**config.mk**
```make
export PLATFORM = sky130hd
export DESIGN_NAME = dataout_buf_0_flat
export DESIGN_NICKNAME = d
export VERILOG_FILES = /design/src/rtl/dataout_buf_0_if.sv /design/src/rtl/dataout_buf_0.sv /design/src/flat_wrapper.sv
export SDC_FILE = /design/constraint.sdc
export NUM_CORES = 1
export LEC_CHECK = 0
export ABC_AREA = 1
export CAP_MARGIN = 15
export CORE_AREA = 2 2 256 258
export CTS_CLUSTER_DIAMETER = 50
export CTS_CLUSTER_SIZE = 14
export DETAILED_ROUTE_END_ITERATION = 10
export DIE_AREA = 0 0 258 260
export PLACE_DENSITY = 0.74
export SYNTH_ARGS = -nofsm -noshare
export SYNTH_HDL_FRONTEND = slang
export SYNTH_SLANG_ARGS = --single-unit
```
**constraint.sdc**
```tcl
create_clock -name clk -period 2.9 [get_ports clk]
set_input_delay 0.435 -clock clk [delete_from_list [all_inputs] [get_ports clk]]
set_output_delay 0.435 -clock clk [all_outputs]
set_load 0.005 [all_outputs]
```
**src/rtl/dataout_buf_0_if.sv**
```systemverilog
// Core-to-router transmit bundle for the node 0 flit buffer.
// Flit on dataout is {payload, dest}; master drives the enqueue side and out_ready.
interface dataout_buf_0_if #(
  parameter int LVL_W = 6
);
  logic             wr_en;
  logic [15:0]      payload;
  logic [3:0]       dest;
  logic             out_ready;
  logic             out_valid;
  logic [19:0]      dataout;
  logic             state;
  logic             empty;
  logic [LVL_W-1:0] level;
  logic             overflow;
  logic [15:0]      tx_count;

  modport master (
    output wr_en, payload, dest, out_ready,
    input  out_valid, dataout, state, empty, level, overflow, tx_count
  );

  modport slave (
    input  wr_en, payload, dest, out_ready,
    output out_valid, dataout, state, empty, level, overflow, tx_count
  );
endinterface

```
**src/rtl/dataout_buf_0.sv**
```systemverilog
// Transmit flit FIFO with registered head stage; 1-cycle write-to-valid, 1 flit/cycle sustained.
// Router stalls hold dataout; writes while full are dropped and flagged in sticky overflow.
module dataout_buf_0 #(
  parameter int DEPTH = 40,
  parameter int LVL_W = 6
) (
  input  logic              clk,
  input  logic              rst,
  dataout_buf_0_if.slave    bus
);

  localparam logic [LVL_W-1:0] L_DEPTH = LVL_W'(DEPTH);
  localparam logic [LVL_W-1:0] L_LAST  = LVL_W'(DEPTH - 1);

  logic [19:0]      r_mem [DEPTH];
  logic [LVL_W-1:0] r_wr_ptr;
  logic [LVL_W-1:0] r_rd_ptr;
  logic [LVL_W-1:0] r_level;
  logic             r_out_vld;
  logic [19:0]      r_out_dat;
  logic             r_overflow;
  logic [15:0]      r_tx_count;

  logic             w_full;
  logic             w_empty;
  logic             w_wr_acc;
  logic             w_pop;
  logic [LVL_W-1:0] w_mem_cnt;
  logic             w_mem_empty;
  logic             w_load;
  logic             w_bypass;
  logic             w_mem_wr;
  logic             w_mem_rd;
  logic [19:0]      w_wr_flit;

  function automatic logic [LVL_W-1:0] ptr_inc(input logic [LVL_W-1:0] p);
    return (p == L_LAST) ? '0 : p + LVL_W'(1);
  endfunction

  assign w_full      = (r_level == L_DEPTH);
  assign w_empty     = (r_level == '0);
  assign w_wr_acc    = bus.wr_en && !w_full;
  assign w_pop       = r_out_vld && bus.out_ready;
  assign w_wr_flit   = {bus.payload, bus.dest};
  // Level counts the head register too, so the RAM holds level minus the head.
  assign w_mem_cnt   = r_level - LVL_W'(r_out_vld);
  assign w_mem_empty = (w_mem_cnt == '0);
  assign w_load      = !r_out_vld || w_pop;
  assign w_bypass    = w_load && w_mem_empty;
  assign w_mem_wr    = w_wr_acc && !w_bypass && !rst;
  assign w_mem_rd    = w_load && !w_mem_empty;

  always_ff @(posedge clk) begin
    if (w_mem_wr) begin
      r_mem[r_wr_ptr] <= w_wr_flit;
    end
  end

  always_ff @(posedge clk) begin
    if (rst) begin
      r_wr_ptr   <= '0;
      r_rd_ptr   <= '0;
      r_level    <= '0;
      r_out_vld  <= 1'b0;
      r_out_dat  <= '0;
      r_overflow <= 1'b0;
      r_tx_count <= '0;
    end else begin
      if (bus.wr_en && w_full) begin
        r_overflow <= 1'b1;
      end
      if (w_pop) begin
        r_tx_count <= r_tx_count + 16'd1;
      end
      if (w_mem_wr) begin
        r_wr_ptr <= ptr_inc(r_wr_ptr);
      end
      // Head refills from RAM first; an empty RAM lets an incoming write go straight to the head.
      if (w_load) begin
        if (w_mem_rd) begin
          r_out_vld <= 1'b1;
          r_out_dat <= r_mem[r_rd_ptr];
          r_rd_ptr  <= ptr_inc(r_rd_ptr);
        end else if (w_wr_acc) begin
          r_out_vld <= 1'b1;
          r_out_dat <= w_wr_flit;
        end else begin
          r_out_vld <= 1'b0;
          r_out_dat <= '0;
        end
      end
      unique case ({w_wr_acc, w_pop})
        2'b10:   r_level <= r_level + LVL_W'(1);
        2'b01:   r_level <= r_level - LVL_W'(1);
        default: r_level <= r_level;
      endcase
    end
  end

  assign bus.out_valid = r_out_vld;
  assign bus.dataout   = r_out_dat;
  assign bus.state     = w_full;
  assign bus.empty     = w_empty;
  assign bus.level     = r_level;
  assign bus.overflow  = r_overflow;
  assign bus.tx_count  = r_tx_count;

endmodule

```
**src/flat_wrapper.sv**
```systemverilog
// flat-port wrapper written by rule: the top's interface ports become plain ports
module dataout_buf_0_flat 
#(
  parameter int DEPTH = 40,
  parameter int LVL_W = 6
)
  (clk, rst, bus_wr_en, bus_payload, bus_dest, bus_out_ready, bus_out_valid, bus_dataout, bus_state, bus_empty, bus_level, bus_overflow, bus_tx_count);
  dataout_buf_0_if #(.LVL_W(LVL_W)) bus_i ();
  input  logic clk;
  input  logic rst;
  input wire logic [$bits(bus_i.wr_en)-1:0] bus_wr_en;
  input wire logic [$bits(bus_i.payload)-1:0] bus_payload;
  input wire logic [$bits(bus_i.dest)-1:0] bus_dest;
  input wire logic [$bits(bus_i.out_ready)-1:0] bus_out_ready;
  output wire logic [$bits(bus_i.out_valid)-1:0] bus_out_valid;
  output wire logic [$bits(bus_i.dataout)-1:0] bus_dataout;
  output wire logic [$bits(bus_i.state)-1:0] bus_state;
  output wire logic [$bits(bus_i.empty)-1:0] bus_empty;
  output wire logic [$bits(bus_i.level)-1:0] bus_level;
  output wire logic [$bits(bus_i.overflow)-1:0] bus_overflow;
  output wire logic [$bits(bus_i.tx_count)-1:0] bus_tx_count;
  assign bus_i.wr_en = bus_wr_en;
  assign bus_i.payload = bus_payload;
  assign bus_i.dest = bus_dest;
  assign bus_i.out_ready = bus_out_ready;
  assign bus_out_valid = bus_i.out_valid;
  assign bus_dataout = bus_i.dataout;
  assign bus_state = bus_i.state;
  assign bus_empty = bus_i.empty;
  assign bus_level = bus_i.level;
  assign bus_overflow = bus_i.overflow;
  assign bus_tx_count = bus_i.tx_count;
  dataout_buf_0 #(.DEPTH(DEPTH), .LVL_W(LVL_W)) u_core (.clk(clk), .rst(rst), .bus(bus_i));
endmodule
```
==> metrics.txt <==
status finished clean; CTS Buf Count 79; FP Rows 93; hold buffers post-CTS 0; share of the synthesized area in the top cell type 0.687; top cells by count, synth nand2_1, edfxtp_1, nand3_1, nor2_1, o21ai_0; ratio of cells with drive above 1 in the final layout 0.0988; Setup Crit Path Kind register to register; Unique masters post-synth 42; initial drt markers 3229; CTS max path bufs 3; Placed Cells 3832; drt drc 0; root buffer cell clkbuf_16; slowest CP cell dfxtp_1; Synth warnings 0; Fin. Hold Viols 0; Vias 23701; setup slack at placement 234 ps; Tmin final 2660 ps; port buffer count 69; CP required 3200 ps; Cell Chain, Critical Path inv_1, ha_1, xnor2_1, nand4_1, nor2_1, inv_1, nand2_4, nor2_8, nand4_1, buf_4, nor2_2, buf_4; Yosys reg bits 862; most common cell in the synthesized netlist nand2_1; adder-cell share of the synthesized area 0.00250; Finish-stage setup viols 0; CTS tree built; max incr delay on CP 460 ps; Slew @ Worst Pin 903 ps; Seq/Total Area, Yosys 0.722; clock power share 0.345; die area 0.0671 sq mm; Starting Density 0.546; Hold Crit Class primary input to register; number of vias per cell 5.98; multiplexer area fraction after synthesis 0; simple-gate share of the synthesized area 0.193; total track usage 0.271; I/O pins 70; final worst slack 236 ps; switching power total 8.17 mW; vias in the first global route 22649; post-DP HPWL 54700 um; Final Cycle Share 0.919; register area 0.0253 sq mm; cell family with most CP delay buffers and inverters; Area Growth Syn to Fin 13.5%; Seq pwr share 0.481; Top FF cell, synth edfxtp_1; Routability Congestion 0.980; crit-path max FO 20; Compound-Gate Fraction of Synth Area 0.0428; Post-Synth XOR/XNOR Area 0.00351; initial antenna violation count 2; drt pass-1 iters 6; core area 0.0641 sq mm; Tot Pwr 28.8 mW; fraction of registers with async set/reset 0; static leakage 13.9 nW; area occupied by multi-input gates 0.00857 sq mm; Final Non-Filler Cells 3964; largest family of logic cells by synthesized area simple AND/OR/NAND/NOR gates; most area-hungry cell type in the Yosys netlist edfxtp_1; Die X 258 um; sum of buffers and inverters on the critical path 4; Post-Route WL 91100 um; PostCTS Resize Cnt 0; setup TNS 0 ps; H-tree level count 3; CP endpoint kind register; first-pass GRT wire length 136000 um; Worst Skew 20.8 ps; Logic pwr share 0.174; number of synthesized flops with an enable pin 800; critical path arrival 2970 ps; MaxCap Viol Count 0; Vert. Die Dim 260 um; fmax 375 MHz; final core area utilization 0.619; # Post-CTS Setup Buffers 0; power per cell area 726 mW/mm^2; Int Power 20.7 mW; Fill cells 4697; Cells after Synth 2960; Final nets 3089; clk_lat worst skew 630 ps; Critical Path Start Type register; synth top area cells edfxtp_1, nand2_1, nand3_1, dfxtp_1, nor2_1; RSZ-0062 raised after global routing no; Avg Inst Size Synth 11.8 sq um; Slew headroom 0.396; antenna violation net count after detailed routing 0; Final Slew Violations 0; CTS Sinks 862; Mapped Nets 2991; WL/cell 23.0 um; largest net degree at the start of global routing 164; grt ovf 0; area of the mapped netlist 0.0350 sq mm; maximum vdd ir drop 0.467 mV; Clock transition at path regs 60 ps; switching portion of total power 0.283
-- power by group through the flow --
| stage | Sequential (mW) | Combinational [mW] | Clock (mW) |
|---|---|---|---|
| 2_1_floorplan | 14.1 | 3.13 | 0 |
| 4_1_cts | 13.9 | 4.92 | 10.0 |
| 3_3_place_gp | 14.1 | 4.77 | 0 |
| 6_report | 13.9 | 5.01 | 9.94 |
| 5_1_grt | 13.9 | 5.43 | 10.5 |
| 3_5_place_dp | 14.1 | 4.89 | 0 |
-- layout by cell type (no fill, tap or decap), types with 39 or more instances in the layout --
| master | instances |
|---|---|
| nand2_1 | 843 |
| edfxtp_1 | 800 |
| nand3_1 | 542 |
| nor2_1 | 130 |
| o21ai_0 | 118 |
| buf_4 | 92 |
| clkbuf_16 | 79 |
| clkdlybuf4s50_1 | 64 |
| dfxtp_1 | 58 |
| inv_1 | 51 |
| nor2_2 | 40 |
| buf_12 | 39 |
-- through the flow --
stage | hold slack, ps | instance area (sq um)
after floorplan | 455 | 35000
after global placement | 452 | 37300
after detailed placement | 460 | 37300
after CTS | 100 | 39700
after global routing | 135 | 39700
final | 127 | 39700
-- cell type report --
| class | count | share of cell area |
|---|---|---|
| diodes | 1 | 0.0000630 |
| clock inverters | 34 | 0.00879 |
| inverters | 55 | 0.00571 |
| flip-flops and latches | 862 | 0.637 |
| clock buffers | 97 | 0.0520 |
| well taps | 855 | 0.0270 |
| repair buffers | 200 | 0.0538 |
| multi-input cells | 1860 | 0.216 |
-- per-layer routing --
metal  vias to the layer above  global-route usage  part of all wire
li1                      10711                   -                 -
met1                     11427               0.373              0.40
met2                      1360               0.412              0.45
met3                       201              0.0542              0.10
met4                         2               0.140             0.049
met5                         -                   0          0.000099
-- final timing paths --
kind | from | to | slack [ps] | depth (start not counted)
worst min-delay path | rst | u_core.r_wr_ptr[2]$_SDFFE_PP0P_ | 130 | 2
worst max register to register | u_core.bus.level[0]$_SDFFE_PP0P_ | u_core.r_mem[28][0]$_DFFE_PP_ | 240 | 12
worst max-delay path | u_core.bus.level[0]$_SDFFE_PP0P_ | u_core.r_mem[28][0]$_DFFE_PP_ | 240 | 12
worst min register to register | u_core.bus.overflow$_SDFFE_PP0P_ | u_core.bus.overflow$_SDFFE_PP0P_ | 460 | 2
-- kinds of logic after synthesis --
family,after synthesis
xor gates and xnor gates,14
buffers and inverters,238
adders and majority gates,7
AOI/OAI and AO/OA,249
DFF,862
and+or+nand+nor,1590
-- sequential cells by signal, summed over array words and instances, names as in the netlist, named ones only --
signal                count
u_core.r_mem            800
u_core.bus.overflow       1
u_core.bus.out_valid      1
u_core.bus.tx_count      16
u_core.r_rd_ptr           6
u_core.bus.level          6
u_core.r_wr_ptr           6
u_core.bus.dataout       20
(Power assumes the default switching activity.)
